===== src/rtl/au_div.sv =====
// au_div: 16-bit signed restoring divider, one quotient bit per cycle.
// Saturates on overflow and divide-by-zero; results held until the next completion.
module au_div (
  input  logic        clk,
  input  logic        rst,
  input  logic        start,
  input  logic [15:0] A,
  input  logic [15:0] B,
  output logic [15:0] Quotient,
  output logic [15:0] Remainder,
  output logic        busy,
  output logic        done,
  output logic        v,
  output logic        dz,
  output logic        n,
  output logic        z
);

  typedef enum logic [1:0] {
    IDLE,
    CALC,
    FIX
  } state_t;

  state_t      state;
  state_t      state_nx;
  logic [15:0] dvd;
  logic [15:0] bmag;
  logic [15:0] pr;
  logic [3:0]  cnt;
  logic        sa;
  logic        sb;
  logic        pend;
  logic [15:0] sq;
  logic [15:0] sr;
  logic        sv;
  logic        sdz;

  logic [15:0] amag_in;
  logic [15:0] bmag_in;
  logic        div0;
  logic        ovf;
  logic        special;
  logic        accept;
  logic [16:0] trial;
  logic [15:0] q_fix;
  logic [15:0] r_fix;

  assign amag_in = A[15] ? (~A + 16'd1) : A;
  assign bmag_in = B[15] ? (~B + 16'd1) : B;
  assign div0    = (B == 16'h0000);
  assign ovf     = (A == 16'h8000) && (B == 16'hFFFF);
  assign special = div0 || ovf;
  assign accept  = start && (state == IDLE) && !pend;
  assign busy    = (state != IDLE);

  // PR stays below |B| <= 0x8000, so 16 bits plus the shifted-in bit suffice.
  assign trial = {pr, dvd[15]} - {1'b0, bmag};
  assign q_fix = (sa ^ sb) ? (~dvd + 16'd1) : dvd;
  assign r_fix = sa ? (~pr + 16'd1) : pr;

  always_comb begin
    state_nx = state;
    unique case (state)
      IDLE: if (accept && !special) state_nx = CALC;
      CALC: if (cnt == 4'd15) state_nx = FIX;
      FIX:  state_nx = IDLE;
      default: state_nx = IDLE;
    endcase
  end

  always_ff @(posedge clk) begin
    if (rst) begin
      state     <= IDLE;
      dvd       <= '0;
      bmag      <= '0;
      pr        <= '0;
      cnt       <= '0;
      sa        <= 1'b0;
      sb        <= 1'b0;
      pend      <= 1'b0;
      sq        <= '0;
      sr        <= '0;
      sv        <= 1'b0;
      sdz       <= 1'b0;
      Quotient  <= '0;
      Remainder <= '0;
      done      <= 1'b0;
      v         <= 1'b0;
      dz        <= 1'b0;
      n         <= 1'b0;
      z         <= 1'b0;
    end else begin
      state <= state_nx;
      done  <= 1'b0;
      if (accept) begin
        sa   <= A[15];
        sb   <= B[15];
        dvd  <= amag_in;
        bmag <= bmag_in;
        pr   <= '0;
        cnt  <= '0;
        pend <= special;
        sv   <= ovf && !div0;
        sdz  <= div0;
        if (div0) begin
          sq <= A[15] ? 16'h8000 : 16'h7FFF;
          sr <= A;
        end else begin
          sq <= 16'h7FFF;
          sr <= 16'h0000;
        end
      end
      // Special results go out one edge after capture, without entering CALC.
      if (pend) begin
        pend      <= 1'b0;
        Quotient  <= sq;
        Remainder <= sr;
        v         <= sv;
        dz        <= sdz;
        n         <= sq[15];
        z         <= (sq == 16'h0000);
        done      <= 1'b1;
      end
      if (state == CALC) begin
        cnt <= cnt + 4'd1;
        if (!trial[16]) begin
          pr  <= trial[15:0];
          dvd <= {dvd[14:0], 1'b1};
        end else begin
          pr  <= {pr[14:0], dvd[15]};
          dvd <= {dvd[14:0], 1'b0};
        end
      end
      if (state == FIX) begin
        Quotient  <= q_fix;
        Remainder <= r_fix;
        v         <= 1'b0;
        dz        <= 1'b0;
        n         <= q_fix[15];
        z         <= (q_fix == 16'h0000);
        done      <= 1'b1;
      end
    end
  end

endmodule


===== config.mk =====
export PLATFORM = sky130hd
export DESIGN_NAME = au_div
export DESIGN_NICKNAME = d
export VERILOG_FILES = /design/src/rtl/au_div.sv
export SDC_FILE = /design/constraint.sdc
export NUM_CORES = 1
export LEC_CHECK = 0
export BUFFER_PORTS_ARGS = -buffer_cell sky130_fd_sc_hd__buf_2
export CORE_ASPECT_RATIO = 0.5
export CORE_UTILIZATION = 40
export CTS_CLUSTER_SIZE = 40
export DETAILED_ROUTE_END_ITERATION = 7
export SLEW_MARGIN = 20
export SYNTH_ARGS = -nofsm -noshare
export SYNTH_HDL_FRONTEND = slang
export SYNTH_SLANG_ARGS = --single-unit

===== constraint.sdc =====
create_clock -name clk -period 2.6 [get_ports clk]
set_input_delay 0.52 -clock clk [delete_from_list [all_inputs] [get_ports clk]]
set_output_delay 0.52 -clock clk [all_outputs]
set_load 0.03 [all_outputs]

# [Yosys cells after proc, flatten, opt, wreduce, memory -nomap -nowiden]
# Cells that the tools add are included.
[op_classes] add_sub_neg=6 n_mul=0 div=0 magnitude_cmp=0 n_eq_ne=7 shift=0 mux=28 n_bitwise=6 reduce_logical=19
[op_table] op="16-bit two-way mux" n=16
[op_table] op="16-bit by 1-bit adder with 16-bit output, second input constant" n=4
[op_table] op="16-bit NOT" n=4
[op_table] op="16-bit zero test" n=3
[op_table] op="16-bit equality test, second input constant" n=2
[op_table] op="17-bit by 16-bit subtractor with 17-bit output" n=1
[op_table] op="4-bit two-way mux" n=2
[op_table] op="1-bit two-way mux" n=7
[op_table] op="2-bit nonzero test" n=3
[op_table] op="1-bit logical AND" n=5
[op_table] op="4-bit by 1-bit adder with 4-bit output, second input constant" n=1
[op_table] op="4-bit equality test, second input constant" n=1
[op_table] op="2-bit two-way mux" n=2
[op_table] op="2-bit case mux with 2 select lines" n=1
[op_table] op="1-bit zero test" n=3
[op_table] op="3-bit OR reduction" n=1
[op_table] op="2-bit by 1-bit equality test with 1-bit output, second input constant" n=1
[op_table] op="2-bit equality test, second input constant" n=1
[op_table] op="2-bit zero test" n=1
[op_table] op="2-bit by 1-bit != test with 1-bit output, second input constant" n=1
[op_table] op="2-bit != test, second input constant" n=1
[op_table] op="2-bit AND reduction" n=1
[op_table] op="2-bit OR reduction" n=1
[op_table] op="1-bit logical OR" n=1
[op_table] op="other kinds (2)" n=2
[totals] reg_bits=128 latchBits=0 ramBits=0 mem_bits_ro=0 in_bits=35 out_inout_bits=38 wordCells=85 mem_count=0

# [Depth between registers and ports, before layout]
[depth] depth_word=7 ltp_mapped=11

# [Worst setup path after synthesis]
# Ideal clock, no wire load.
[synth_timing] kind="register to register" startpoint="reg dvd[15]" endpoint="reg pr[0]" setup_time_ns=0.074 arrival_time_ns=2.460 path_slack_ns=0.066 path_stages_with_launch=11 path_buffers=0 path_cell_list="dfxtp_1 > inv_1 > ha_1 > fa_1 > nor2b_4 > o31a_1 > o211a_1 > or4_4 > nand3_4 > mux2_2 > o21ai_0"
[synth_between] elab_chain_len=3
[synth_rtl] element="start: declaration" line_no="27" text="logic [15:0] dvd;"
[synth_rtl] element="start signal: assignment" line_no="99" text="dvd <= amag_in;"
[synth_rtl] element="start signal: assignment" line_no="129" text="dvd <= {dvd[14:0], 1'b1};"
[synth_rtl] element="start signal: assignment" line_no="132" text="dvd <= {dvd[14:0], 1'b0};"
[synth_rtl] element="17-bit by 16-bit subtractor with 17-bit output" line_no="58" text="assign trial = {pr, dvd[15]} - {1'b0, bmag};"
[synth_rtl] element="16-bit two-way mux *" line_no="127" text="if (!trial[16]) begin"
[synth_rtl] element="16-bit two-way mux *" line_no="125" text="if (state == CALC) begin"
[synth_rtl] element="end signal: assignment" line_no="128" text="pr <= trial[15:0];"
[synth_rtl] element="end signal: assignment" line_no="131" text="pr <= {pr[14:0], dvd[15]};"
[synth_rtl] element="end: declaration" line_no="29" text="logic [15:0] pr;"
# Mark *: on every way between the ends. The rest lies on a longest branch, timed or not.
# A chain may end at the register's enable or synchronous reset.

# [Worst setup path after layout]
[layout_timing] startpoint="reg bmag[7]" endpoint="reg pr[0]"
[layout_between] elab_chain_len=3
[layout_rtl] element="start: declaration" line_no="28" text="logic [15:0] bmag;"
[layout_rtl] element="start signal: assignment" line_no="100" text="bmag <= bmag_in;"
[layout_rtl] element="17-bit by 16-bit subtractor with 17-bit output" line_no="58"
[layout_rtl] element="16-bit two-way mux" line_no="127"
[layout_rtl] element="16-bit two-way mux" line_no="125"
# Every way passes these cells.

==> flow_metrics.tcl <==
set metrics [dict create \
    cp_max_fo 6 \
    final_cell_mix "111 x dfxtp_1, 91 x nand2_1, 74 x a21oi_1" \
    worstMarginPinSlew_ns 0.629 \
    diodes 0 \
    dpl.hpwl_um 13700 \
    rsz0062_at_grt "yes" \
    async_flop_share_pct 0 \
    setup_tns_ns 0 \
    hold_violations 0 \
    finalNonFillerCells 1128 \
    drive_gt1_share_pct 18.3 \
    die_y_um 93.2 \
    cts_buffer_depth 2 \
    root_buffer "clkbuf_16" \
    yosysSeqAreaShare_pct 33.7 \
    r2r_start "bmag[7]$_SDFFE_PP0P_" \
    syn_to_final_growth_pct 17.5 \
    clock_latency_ns 0.36 \
    seqCellArea_um2 2240 \
    die_area_um2 17200 \
    vias_per_cell 5.48 \
    fp.dieW_um 184 \
    ctsHoldBuffers 0 \
    grt_start_max_net_pins 51 \
    place.gp.congestion 0.880 \
    cts_tree "done" \
    dp_slack_ns -0.0666 \
    max-slew-margin-rel_pct 57.9 \
    antenna_found_initial 0 \
    crit_path_end_kind "register" \
    gr-usage-all-layers_pct 21.9 \
    synth_seq_cells 112 \
    grt_pass1_vias 5677 \
    crit_required_ns 2.90 \
    multiInputGateArea_um2 4100 \
    dr_total_vias 6176 \
    fin_ws_ns 0.0820 \
    skew_ns 0.0133 \
    detail-route-antenna-nets 0 \
    outcome "complete, no violations" \
    start_util_pct 42.0 \
    fill_cells 1579 \
    total_power_mw 4.95 \
    cp-startpoint "bmag[7]$_SDFFE_PP0P_" \
    start_kind "register" \
    r2r_setup_slack_ns 0.08 \
    place_inst 1108 \
    fin_nets 961 \
    io_buffer_count 72 \
    drt_iter0_drc 376 \
    report.final.slew_viol_count 0 \
    netlist_instances 820 \
    core_um2 15800 \
    cts_num_sinks 112 \
    hold_start "A[11]" \
    cts_buffers 9 \
    ys_types 67 \
    synth_edf_count 0 \
    first_pass_iters 5 \
    final_common_cell "dfxtp_1" \
    drt-total-wl_um 18300 \
    fin_crit_sh_pct 96.8 \
    syn_area_per_cell_um2 8.11 \
    avgRoutedWirePerCell_um 16.2 \
    cp.arrival_ns 2.81 \
    min_period_ns 2.52 \
    whs_ns 0.445 \
    grt_pass1_wl_um 29500 \
    yosysWarnings 0 \
    drv_cap 0 \
    path_clk_slew_ns 0.09 \
    ys.flop_type "dfxtp_1" \
    hold_path_class "in2reg" \
    timing.rr.end "pr[0]$_SDFFE_PP0P_" \
    reg2reg_depth 8 \
    p_per_area_nw_per_um2 634 \
    overflow 0 \
    rows 32 \
    boundaryPins 73 \
    synth.net_count 879 \
    max_freq_mhz 397 \
    path_class "reg2reg" \
    syn_area_um2 6650 \
    min_path_cells 3 \
    setup_violations 0 \
    p_leak_nw 3.15 \
    route.detailed.drc 0 \
    crit_end "pr[0]$_SDFFE_PP0P_" \
    cts-htree-levels 3 \
    irDropWorstVdd_uv 350 \
]
-- worst min-delay path by stage --
stage	endpoint	slack (ns)
floorplan	sdz$_SDFFE_PP0P_	0.43
global placement	sr[12]$_SDFFE_PP0P_	0.44
global route	sr[10]$_SDFFE_PP0P_	0.45
CTS	sr[10]$_SDFFE_PP0P_	0.44
finish	sr[11]$_SDFFE_PP0P_	0.44
detailed placement	sr[12]$_SDFFE_PP0P_	0.45
-- through the flow --
step	util (%)	cell area [um2]
2_1_floorplan	-	6650
3_3_place_gp	47.1	7450
3_5_place_dp	47.1	7450
4_1_cts	49.3	7790
5_1_grt	49.4	7820
6_report	49.4	7820
-- registers in the layout (all words and copies together) (netlist names) --
name / count
done: 1
sa: 1
state: 2
dvd: 16
sq: 2
v: 1
sr: 15
sv: 1
bmag: 16
sb: 1
Remainder: 16
cnt: 4
dz: 1
pend: 1
Quotient: 16
z: 1
pr: 16
sdz: 1
-- cells in the mapped netlist, drive strengths merged, types with 3 or more instances --
cell type | count | share of area, %
a211oi | 39 | 4.4
a21o | 7 | 0.79
a21oi | 74 | 5.6
a221oi | 7 | 0.92
a22oi | 11 | 1.2
a311oi | 5 | 0.66
a31oi | 7 | 0.66
a32oi | 4 | 0.53
and3 | 5 | 0.47
buf | 13 | 1.1
clkbuf | 43 | 2.4
dfxtp | 112 | 34
ha | 23 | 4.3
inv | 27 | 1.5
mux2i | 28 | 4.2
nand2 | 91 | 5.1
nand2b | 7 | 0.66
nand3 | 24 | 2.0
nand3b | 3 | 0.34
nand4 | 10 | 0.94
nor2 | 65 | 3.7
nor2b | 8 | 0.87
nor3 | 16 | 1.2
nor3b | 3 | 0.34
nor4 | 6 | 0.88
o211a | 3 | 0.45
o211ai | 3 | 0.34
o21a | 6 | 0.68
o21ai | 43 | 3.3
o31ai | 14 | 1.6
o41ai | 7 | 1.0
or2 | 4 | 0.38
or3 | 4 | 0.38
or4 | 10 | 1.2
xnor2 | 39 | 5.1
xor2 | 27 | 3.6
-- metal layers --
layer / routed length (um) / global-route usage, % / up-vias
li1: - / - / 3130
met1: 9420 / 30.3 / 2908
met2: 7970 / 35.6 / 119
met3: 705 / 3.86 / 19
met4: 214 / 4.79 / 0
met5: 0 / 0 / -
-- logic make-up after synthesis --
| kind of cell | synth area share, % |
|---|---|
| muxes | 4.55 |
| AOI/OAI and AO/OA | 24.1 |
| adders and majority gates | 4.63 |
| xor gates and xnor gates | 8.69 |
| and+or+nand+nor | 19.3 |
| buffers and inverters | 5.06 |
| DFF | 33.7 |
-- power breakdown --
part / switching, mW / internal [mW] / total, mW
logic: 0.894 / 0.665 / 1.56
registers: 0.0982 / 1.82 / 1.92
clock network: 0.713 / 0.766 / 1.48
total: 1.70 / 3.25 / 4.95
-- worst max-delay path, stage by stage (launching register included) --
cell      delay (ns)
dfxtp_1         0.33
inv_1           0.04
ha_1            0.30
a2111o_1        0.42
o211a_1         0.26
or4_4           0.51
nand3_4         0.13
mux2_2          0.36
o21ai_2         0.11
-- area by class of cell --
class / count / area share [%]
clock buffers: 10 / 2.93
clock inverters: 6 / 0.961
inverters: 27 / 1.30
multi-input cells: 625 / 52.4
flip-flops and latches: 112 / 28.7
well taps: 221 / 3.54
repair buffers: 127 / 10.2
-- what timing repair did --
| action | in CTS | in global routing |
|---|---|---|
| gates resized for setup | 7 | 5 |
| cloned | 0 | 0 |
| endpoints found under the setup margin | 9 | 11 |
| setup buffers | 2 | 2 |
| pin swaps | 2 | 2 |
Power figures use the tool's default switching activity.
